--- src/rtl/melody_if.sv ---
`timescale 1ns/1ps
// melody_if: control, song-write and playback-status bundle of melody_seq.
//   master: start, stop, loop_en, wr_en, wr_addr, wr_code, wr_beats -> design
//   slave : speaker, busy, done, note_idx, cur_code                  -> controller
interface melody_if #(
  parameter int unsigned ADDR_W = 5
);
  logic              start;
  logic              stop;
  logic              loop_en;
  logic              wr_en;
  logic [ADDR_W-1:0] wr_addr;
  logic [4:0]        wr_code;
  logic [3:0]        wr_beats;
  logic              speaker;
  logic              busy;
  logic              done;
  logic [ADDR_W-1:0] note_idx;
  logic [4:0]        cur_code;

  modport master (
    output start, stop, loop_en, wr_en, wr_addr, wr_code, wr_beats,
    input  speaker, busy, done, note_idx, cur_code
  );

  modport slave (
    input  start, stop, loop_en, wr_en, wr_addr, wr_code, wr_beats,
    output speaker, busy, done, note_idx, cur_code
  );
endinterface

--- src/rtl/melody_seq.sv ---
`timescale 1ns/1ps
// melody_seq: song RAM + note sequencer + square-wave tone divider.
// Ports:
//   clk      system clock
//   rst      synchronous active-high reset
//   bus      melody_if.slave: start/stop/loop_en control, song RAM write
//            port (wr_en/wr_addr/wr_code/wr_beats), and registered outputs
//            speaker, busy, done, note_idx, cur_code.
module melody_seq #(
  parameter int unsigned ADDR_W      = 5,
  parameter int unsigned BEAT_CYCLES = 12500000,
  parameter int unsigned GAP_CYCLES  = 500000,
  parameter int unsigned DIV_SHIFT   = 0,
  parameter int unsigned CNT_W       = 19
) (
  input  logic clk,
  input  logic rst,
  melody_if.slave bus
);

  localparam int unsigned SONG_LEN = 2 ** ADDR_W;
  // Sized for the longest note (15 beats) so the product never wraps.
  localparam int unsigned DUR_W    = $clog2(15 * BEAT_CYCLES + 1);

  typedef enum logic [1:0] {IDLE, LOAD, NOTE, GAP} state_t;

  state_t            state, state_n;
  logic [ADDR_W-1:0] note_idx, idx_n;
  logic [4:0]        cur_code, code_n;
  logic [DUR_W-1:0]  dur, dur_n;
  logic [CNT_W-1:0]  cnt, cnt_n, half;
  logic              speaker, spk_n;
  logic              done, done_n;
  logic              busy, busy_n;
  logic              end_hit, end_m0;
  logic [4:0]        rd_code;
  logic [3:0]        rd_beats;
  logic [8:0]        song_mem [SONG_LEN];

  // Half period of a note code; 0 marks a rest (including undefined codes).
  function automatic logic [CNT_W-1:0] half_of(input logic [4:0] code);
    logic [31:0] p;
    case (code)
      5'd1:  p = 32'd95547;
      5'd2:  p = 32'd85135;
      5'd3:  p = 32'd75838;
      5'd4:  p = 32'd71582;
      5'd5:  p = 32'd63776;
      5'd6:  p = 32'd56818;
      5'd7:  p = 32'd50618;
      5'd11: p = 32'd47778;
      5'd12: p = 32'd42564;
      5'd13: p = 32'd37922;
      5'd14: p = 32'd35794;
      5'd15: p = 32'd31888;
      5'd16: p = 32'd28409;
      5'd17: p = 32'd25310;
      5'd21: p = 32'd23889;
      5'd22: p = 32'd21286;
      5'd23: p = 32'd18961;
      5'd24: p = 32'd16892;
      5'd25: p = 32'd15944;
      5'd26: p = 32'd14205;
      5'd27: p = 32'd12655;
      default: p = 32'd0;
    endcase
    return CNT_W'((p >> DIV_SHIFT) >> 1);
  endfunction

  // Song RAM: writable at any time, never cleared by reset.
  always_ff @(posedge clk) begin
    if (bus.wr_en) song_mem[bus.wr_addr] <= {bus.wr_code, bus.wr_beats};
  end

  assign {rd_code, rd_beats} = song_mem[note_idx];
  assign half = half_of(cur_code);

  // State and output registers.
  always_ff @(posedge clk) begin
    if (rst) begin
      state    <= IDLE;
      note_idx <= '0;
      cur_code <= '0;
      dur      <= '0;
      cnt      <= '0;
      speaker  <= 1'b0;
      done     <= 1'b0;
      busy     <= 1'b0;
    end else begin
      state    <= state_n;
      note_idx <= idx_n;
      cur_code <= code_n;
      dur      <= dur_n;
      cnt      <= cnt_n;
      speaker  <= spk_n;
      done     <= done_n;
      busy     <= busy_n;
    end
  end

  // Sequencer next state, tone divider and registered-output next values.
  always_comb begin
    state_n = state;
    idx_n   = note_idx;
    code_n  = cur_code;
    dur_n   = dur;
    cnt_n   = '0;
    spk_n   = 1'b0;
    done_n  = 1'b0;
    end_hit = 1'b0;
    end_m0  = 1'b0;

    case (state)
      IDLE: begin
        if (bus.start) begin
          idx_n   = '0;
          state_n = LOAD;
        end
      end
      LOAD: begin
        if (rd_beats == 4'd0) begin
          end_hit = 1'b1;
          end_m0  = (note_idx == '0);
        end else begin
          code_n  = rd_code;
          dur_n   = DUR_W'(rd_beats) * DUR_W'(BEAT_CYCLES) - DUR_W'(GAP_CYCLES);
          state_n = NOTE;
        end
      end
      NOTE: begin
        if (half != '0) begin
          if (cnt == half - CNT_W'(1)) begin
            cnt_n = '0;
            spk_n = ~speaker;
          end else begin
            cnt_n = cnt + CNT_W'(1);
            spk_n = speaker;
          end
        end
        if (dur <= DUR_W'(1)) begin
          state_n = GAP;
          dur_n   = DUR_W'(GAP_CYCLES);
          cnt_n   = '0;
          spk_n   = 1'b0;
        end else begin
          dur_n = dur - DUR_W'(1);
        end
      end
      GAP: begin
        if (dur <= DUR_W'(1)) begin
          if (note_idx == {ADDR_W{1'b1}}) begin
            end_hit = 1'b1;
          end else begin
            idx_n   = note_idx + ADDR_W'(1);
            state_n = LOAD;
          end
        end else begin
          dur_n = dur - DUR_W'(1);
        end
      end
      default: state_n = IDLE;
    endcase

    // An end marker at entry 0 always ends playback so an empty song cannot spin.
    if (end_hit) begin
      if (bus.loop_en && !end_m0) begin
        idx_n   = '0;
        state_n = LOAD;
      end else begin
        done_n  = 1'b1;
        state_n = IDLE;
      end
    end

    // Stop overrides everything, including a simultaneous start; position is held.
    if (bus.stop) begin
      state_n = IDLE;
      idx_n   = note_idx;
      code_n  = cur_code;
      cnt_n   = '0;
      spk_n   = 1'b0;
      done_n  = 1'b0;
    end

    busy_n = (state_n != IDLE);
  end

  assign bus.speaker  = speaker;
  assign bus.busy     = busy;
  assign bus.done     = done;
  assign bus.note_idx = note_idx;
  assign bus.cur_code = cur_code;

endmodule

--- src/flat_wrapper.sv ---
// flat-port wrapper written by rule: the top's interface ports become plain ports
module melody_seq_flat 
#(
  parameter int unsigned ADDR_W      = 5,
  parameter int unsigned BEAT_CYCLES = 12500000,
  parameter int unsigned GAP_CYCLES  = 500000,
  parameter int unsigned DIV_SHIFT   = 0,
  parameter int unsigned CNT_W       = 19
)
  (clk, rst, bus_start, bus_stop, bus_loop_en, bus_wr_en, bus_wr_addr, bus_wr_code, bus_wr_beats, bus_speaker, bus_busy, bus_done, bus_note_idx, bus_cur_code);
  melody_if #(.ADDR_W(ADDR_W)) bus_i ();
  input  logic clk;
  input  logic rst;
  input wire logic [$bits(bus_i.start)-1:0] bus_start;
  input wire logic [$bits(bus_i.stop)-1:0] bus_stop;
  input wire logic [$bits(bus_i.loop_en)-1:0] bus_loop_en;
  input wire logic [$bits(bus_i.wr_en)-1:0] bus_wr_en;
  input wire logic [$bits(bus_i.wr_addr)-1:0] bus_wr_addr;
  input wire logic [$bits(bus_i.wr_code)-1:0] bus_wr_code;
  input wire logic [$bits(bus_i.wr_beats)-1:0] bus_wr_beats;
  output wire logic [$bits(bus_i.speaker)-1:0] bus_speaker;
  output wire logic [$bits(bus_i.busy)-1:0] bus_busy;
  output wire logic [$bits(bus_i.done)-1:0] bus_done;
  output wire logic [$bits(bus_i.note_idx)-1:0] bus_note_idx;
  output wire logic [$bits(bus_i.cur_code)-1:0] bus_cur_code;
  assign bus_i.start = bus_start;
  assign bus_i.stop = bus_stop;
  assign bus_i.loop_en = bus_loop_en;
  assign bus_i.wr_en = bus_wr_en;
  assign bus_i.wr_addr = bus_wr_addr;
  assign bus_i.wr_code = bus_wr_code;
  assign bus_i.wr_beats = bus_wr_beats;
  assign bus_speaker = bus_i.speaker;
  assign bus_busy = bus_i.busy;
  assign bus_done = bus_i.done;
  assign bus_note_idx = bus_i.note_idx;
  assign bus_cur_code = bus_i.cur_code;
  melody_seq #(.ADDR_W(ADDR_W), .BEAT_CYCLES(BEAT_CYCLES), .GAP_CYCLES(GAP_CYCLES), .DIV_SHIFT(DIV_SHIFT), .CNT_W(CNT_W)) u_core (.clk(clk), .rst(rst), .bus(bus_i));
endmodule
--- config.mk ---
export PLATFORM = sky130hd
export DESIGN_NAME = melody_seq_flat
export DESIGN_NICKNAME = d
export VERILOG_FILES = /design/src/rtl/melody_if.sv /design/src/rtl/melody_seq.sv /design/src/flat_wrapper.sv
export SDC_FILE = /design/constraint.sdc
export NUM_CORES = 1
export LEC_CHECK = 0
export CAP_MARGIN = 20
export CORE_MARGIN = 4
export CORE_UTILIZATION = 67
export CTS_BUF_LIST = sky130_fd_sc_hd__clkbuf_16
export CTS_CLUSTER_DIAMETER = 150
export DETAILED_ROUTE_END_ITERATION = 7
export GPL_TIMING_DRIVEN = 0
export PLACE_DENSITY = 0.95
export SLEW_MARGIN = 15
export SYNTH_ARGS = -nofsm -noshare
export SYNTH_HDL_FRONTEND = slang
export SYNTH_SLANG_ARGS = --single-unit
--- constraint.sdc ---
create_clock -name clk -period 12.9 [get_ports clk]
set_input_delay 1.935 -clock clk [delete_from_list [all_inputs] [get_ports clk]]
set_output_delay 1.935 -clock clk [all_outputs]
set_load 0.01 [all_outputs]
* After elaboration in Yosys (flattened, before gate mapping)
Memory sizes are Yosys's and may differ from the RTL's. A register that Yosys moved wholly into a read port is not among the register bits.
Index checks and enable logic that the tools add are counted.
** Operators by class
- Add/subtract/negate cells :: 5
- Multiply operators :: 1
- $lt $le $gt $ge :: 1
- Equal/unequal tests :: 7
- Multiplexer cells :: 32
- Bitwise logic cells :: 6
- Reductions and logical operators :: 13
** Operators with widths (count)
- 2-to-1 mux 28 bit :: 3
- one-hot mux 28 bit (3 select lines) :: 1
- 2-to-1 mux 5 bit :: 9
- <= comparator 28 x 1 -> 1 bit (second input constant) :: 1
- subtractor 28 x 1 -> 28 bit (second input constant) :: 1
- subtractor 28 x 19 -> 28 bit (second input constant) :: 1
- multiplier 4 x 19 -> 23 bit (second input constant) :: 1
- adder 19 x 1 -> 19 bit (second input constant) :: 1
- equality test 19 bit :: 1
- nonzero test 19 bit :: 1
- subtractor 19 x 1 -> 19 bit (second input constant) :: 1
- 2-to-1 mux 2 bit :: 7
- one-hot mux 5 bit (2 select lines) :: 1
- 2-to-1 mux 1 bit :: 9
- one-hot mux 2 bit (4 select lines) :: 1
- NOT 1 bit :: 6
- AND reduction 3 bit :: 2
- OR reduction 6 bit :: 1
- adder 5 x 1 -> 5 bit (second input constant) :: 1
- equality test 5 bit (second input constant) :: 1
- zero test 5 bit :: 1
- OR reduction 5 bit :: 1
- equality test 2 bit (second input constant) :: 2
- zero test 4 bit :: 1
- 9 further kinds :: 10
** Word-level totals
- Flip-flop bits (word level) :: 62
- RAM bits :: 288
- Bits in read-only memories :: 544
- Input bits :: 20
- Memories :: 2
** Memories
- (name not given) :: words 32, bits a word 17, read ports 1, clocked after Yosys merged registers in 1, write ports 0, line melody_seq.sv:43 : case (code)
- u_core.song_mem :: words 32, bits a word 9, read ports 1, clocked after Yosys merged registers in 1, write ports 1, line melody_seq.sv:38 : logic [8:0] song_mem [SONG_LEN];

* Logic depth before layout (Yosys ltp)
- Depth after elaboration :: 9
- Mapped depth :: 22

* Worst setup path before layout
Ideal clock, no wire load.
- Path kind :: reg-to-reg
- Start :: reg with a tool-made name
- End :: reg u_core.dur[26]
- Setup time :: 0.129 ns
- Arrival :: 6.304 ns
- Data required time :: 12.771 ns
- Slack :: 6.466 ns
- Stages on the path, launching flop included :: 21
- Period minus slack after synthesis :: 6.434 ns
- Cell sequence :: dfxtp_1 > buf_2 > buf_2 > buf_2 > buf_1 > mux4_2 > mux4_2 > mux2i_1 > inv_1 > fa_1 > fa_1 > ha_1 > nor2b_1 > o31ai_1 > a2111oi_0 > a211oi_1 > or3b_2 > nor3b_1 > o211ai_1 > xnor2_1 > o22ai_1
** RTL lines
- to (signal assigned) :: line melody_seq.sv:93 : dur <= dur_n;
- to (decl) :: line melody_seq.sv:30 : logic [DUR_W-1:0] dur, dur_n;

==> impl_metrics.yaml <==
placed_design:
  globalplace.congestion: 0.946
  dp_hpwl_um: 30200
  portBuffers: 32
  pre_cts_ws_ps: 4520
pwr:
  power_density_nw_per_um2: 131
  ir_worst_vdd_mv: 0.148
  leakage_nw: 6.66
outcome:
  outcome: "complete, no violations"
timing:
  fin_hold_ws_ps: 502
  tightest_slew_ps: 1190
  fin_tns_setup_ps: 0
  hold_viol_final: 0
  min_period_ps: 8540
  slew_headroom_pct: 20.4
  skew_ps: 34.3
  final_max_slew_viol_count: 0
  fin_ws_ps: 4360
  fmax_mhz: 117
  rsz0062_at_grt: "false"
  finalSetupViolCount: 0
  finalCritPeriodShare_pct: 66.2
die:
  fp.dieH_um: 171
  die_width_um: 171
  core_um2: 26100
  rows: 59
  design.portCount: 33
  die-area_um2: 29200
  initial_utilization_pct: 68.3
run:
  cap_viol_max_count: 0
setup_path:
  critical_path.startpoint_type: "flop"
  cp_data_arrival_time_ps: 8950
  worstPathRequired_ps: 13300
  crit_top_cell: "buf_2"
  cp_max_fo: 10
  critPathMaxStageDelay_ps: 750
  ff2ff_setup_slack_ps: 4360
  rr_worst_depth: 20
  crit_chain: "buf_2, buf_2, buf_2, clkbuf_1, mux4_2, mux4_2, mux2i_1, inv_1, fa_1, fa_1, ha_1, nor2b_1, o31ai_1, a2111oi_0, a211oi_1, or3b_2, nor3b_1, o211ai_1, xnor2_1, o22ai_1"
  cp_slowest_cell: "mux2i_1"
  worstSetupPathType: "flop to flop"
  worstReg2RegEnd: "u_core.dur[26]"
  endpoint_kind: "flop"
clock_tree:
  clockBufferDepth: 3
  htreeDepth: 2
  clk_latency_ps: 550
  cts.clk_slew.worst_paths_ps: 60
  hold_buffers: 0
  cts_tree: "yes"
  cts_buffers: 38
  clkSinkCount: 371
  cts_resized: 0
  root_buffer: "clkbuf_16"
  post_cts_buffers: 0
yosys:
  synth-seq-cells: 371
  seq_area_frac_synth_pct: 58.0
  synthDistinctLibCells: 85
  synth_warnings: 0
  synth-edff-count: 288
  synth_fp_nets: 1453
  synth.avg_cell_area_um2: 12.9
  syn_inst: 1376
  async_reset_ff_share_pct: 0
  synth_area_um2: 17800
  synthFlopType: "edfxtp_1"
finish:
  area_delta_synth_final_pct: 11.9
  final_common_cell: "edfxtp_1"
  nets: 1546
  mostFrequentLayoutCells: "edfxtp_1, nor2_1, dfxtp_1"
  drive_gt1_share_pct: 12.2
global_route:
  overflow: 0
  grt_usage_pct: 31.6
  grt_pass1_wl_um: 70500
  use_met1_pct: 43.1
  gr-usage-met3_pct: 5.75
  grt_use_met2_pct: 51.7
  grt_pass1_vias: 12100
  grt_max_degree: 33
  top_usage_layer: "met2"
  antenna_found_initial: 0
min_path:
  hp-class: "flop to flop"
  min_from: "u_core.cnt[0]"
  hold_depth: 1
  hold_path_end: "u_core.cnt[0]"
drt:
  routed_via_density: 6.93
  vias: 12700
  wl_um: 46900
  final_antenna_net_count: 0
  wl_per_cell_um: 25.6
  drc_errors: 0
  firstDrtPassIters: 8
  drt_iter0_markers: 2207
-- synth_stat cells, drive strengths merged, types with 8 or more instances --
cell type	number	area share, %
edfxtp	288	49
nor2	139	2.9
dfxtp	83	9.3
nand2	74	1.6
a21oi	71	2.0
mux4	59	7.5
o21ai	55	1.6
ha	49	3.4
xnor2	45	2.2
mux2i	37	2.1
nand3	37	1.0
inv	35	0.74
clkbuf	32	0.68
xor2	25	1.2
buf	22	0.94
nor3	22	0.62
nor2b	21	0.74
a22oi	18	0.76
or3	18	0.63
mux2	15	0.95
nor4	15	0.56
a211oi	13	0.55
a21o	11	0.46
nand2b	11	0.39
a31oi	10	0.35
and3	10	0.35
nand4	10	0.35
o211ai	10	0.42
o22ai	10	0.35
a21boi	8	0.34
fa	8	0.90
nand3b	8	0.34
or2	8	0.28
or4	8	0.34
-- power by group --
part           total (mW)  switching, mW  internal, mW
sequential           1.33         0.0204          1.31
clock                1.02          0.462         0.561
combinational       0.244          0.154        0.0903
total                2.60          0.636          1.96
-- cell families (layout without fill, tap and decap cells) --
| logic type | after synthesis | after routing | synth area share (%) |
|---|---|---|---|
| other | 0 | 1 | 0 |
| XOR/XNOR | 70 | 70 | 3.45 |
| AND/OR/NAND/NOR | 405 | 405 | 11.2 |
| adder cells (fa/ha/maj) | 57 | 57 | 4.35 |
| multiplexers | 111 | 111 | 10.5 |
| AO/OA/AOI/OAI | 272 | 272 | 10.1 |
| buffers and inverters | 90 | 211 | 2.38 |
| flip-flops | 371 | 371 | 58.0 |
-- routing by layer --
| metal | up-vias | share of wire [%] |
|---|---|---|
| met5 | - | 0 |
| met4 | 0 | 5.0 |
| met3 | 172 | 10 |
| met2 | 932 | 48 |
| met1 | 6137 | 37 |
| li1 | 5462 | - |
-- critical path: cells and delay by family, from the launching register on --
family | cells | cell delay, ps
buffers and inverters | 5 | 1950
AOI/OAI and AO/OA | 5 | 1700
muxes | 3 | 1690
adders and majority gates | 3 | 1460
and+or+nand+nor | 3 | 980
DFF | 1 | 370
xor gates and xnor gates | 1 | 240
-- worst max-delay path by stage --
stage                     start        endpoint  depth (start not counted)
after global routing       flop  u_core.dur[26]                         21
after floorplan            flop  u_core.dur[26]                         20
after CTS                  flop  u_core.dur[26]                         21
after detailed placement   flop  u_core.dur[26]                         21
after global placement     flop  u_core.dur[26]                         21
final                      flop  u_core.dur[26]                         20
-- sequential cells by signal (all words and copies together) (netlist names), named ones only --
register             count
u_core.bus.busy          1
u_core.bus.cur_code      5
u_core.bus.done          1
u_core.bus.note_idx      5
u_core.bus.speaker       1
u_core.cnt              19
u_core.dur              28
u_core.half             16
u_core.song_mem        288
u_core.state             2
-- metrics by stage --
step	cells	utilization, %	total power, mW	area [um^2]
floorplan	1376	-	1.52	17800
global placement	1743	71.1	1.58	18500
detailed placement	1746	71.2	1.59	18600
CTS	1814	75.6	2.59	19700
global route	1832	76.3	2.68	19900
finish	1833	76.4	2.60	19900
-- area by class of cell --
class	instances	area (um^2)
Sequential cell	371	10300
Inverter	36	135
Clock inverter	30	198
Tap cell	335	419
Timing Repair Buffer	53	531
Buffer	54	288
Fill cell	1523	6160
Multi-Input combinational cell	915	7060
Clock buffer	38	951
Antenna cell	1	2.50
No activity file was read; power rests on OpenSTA's default activity.
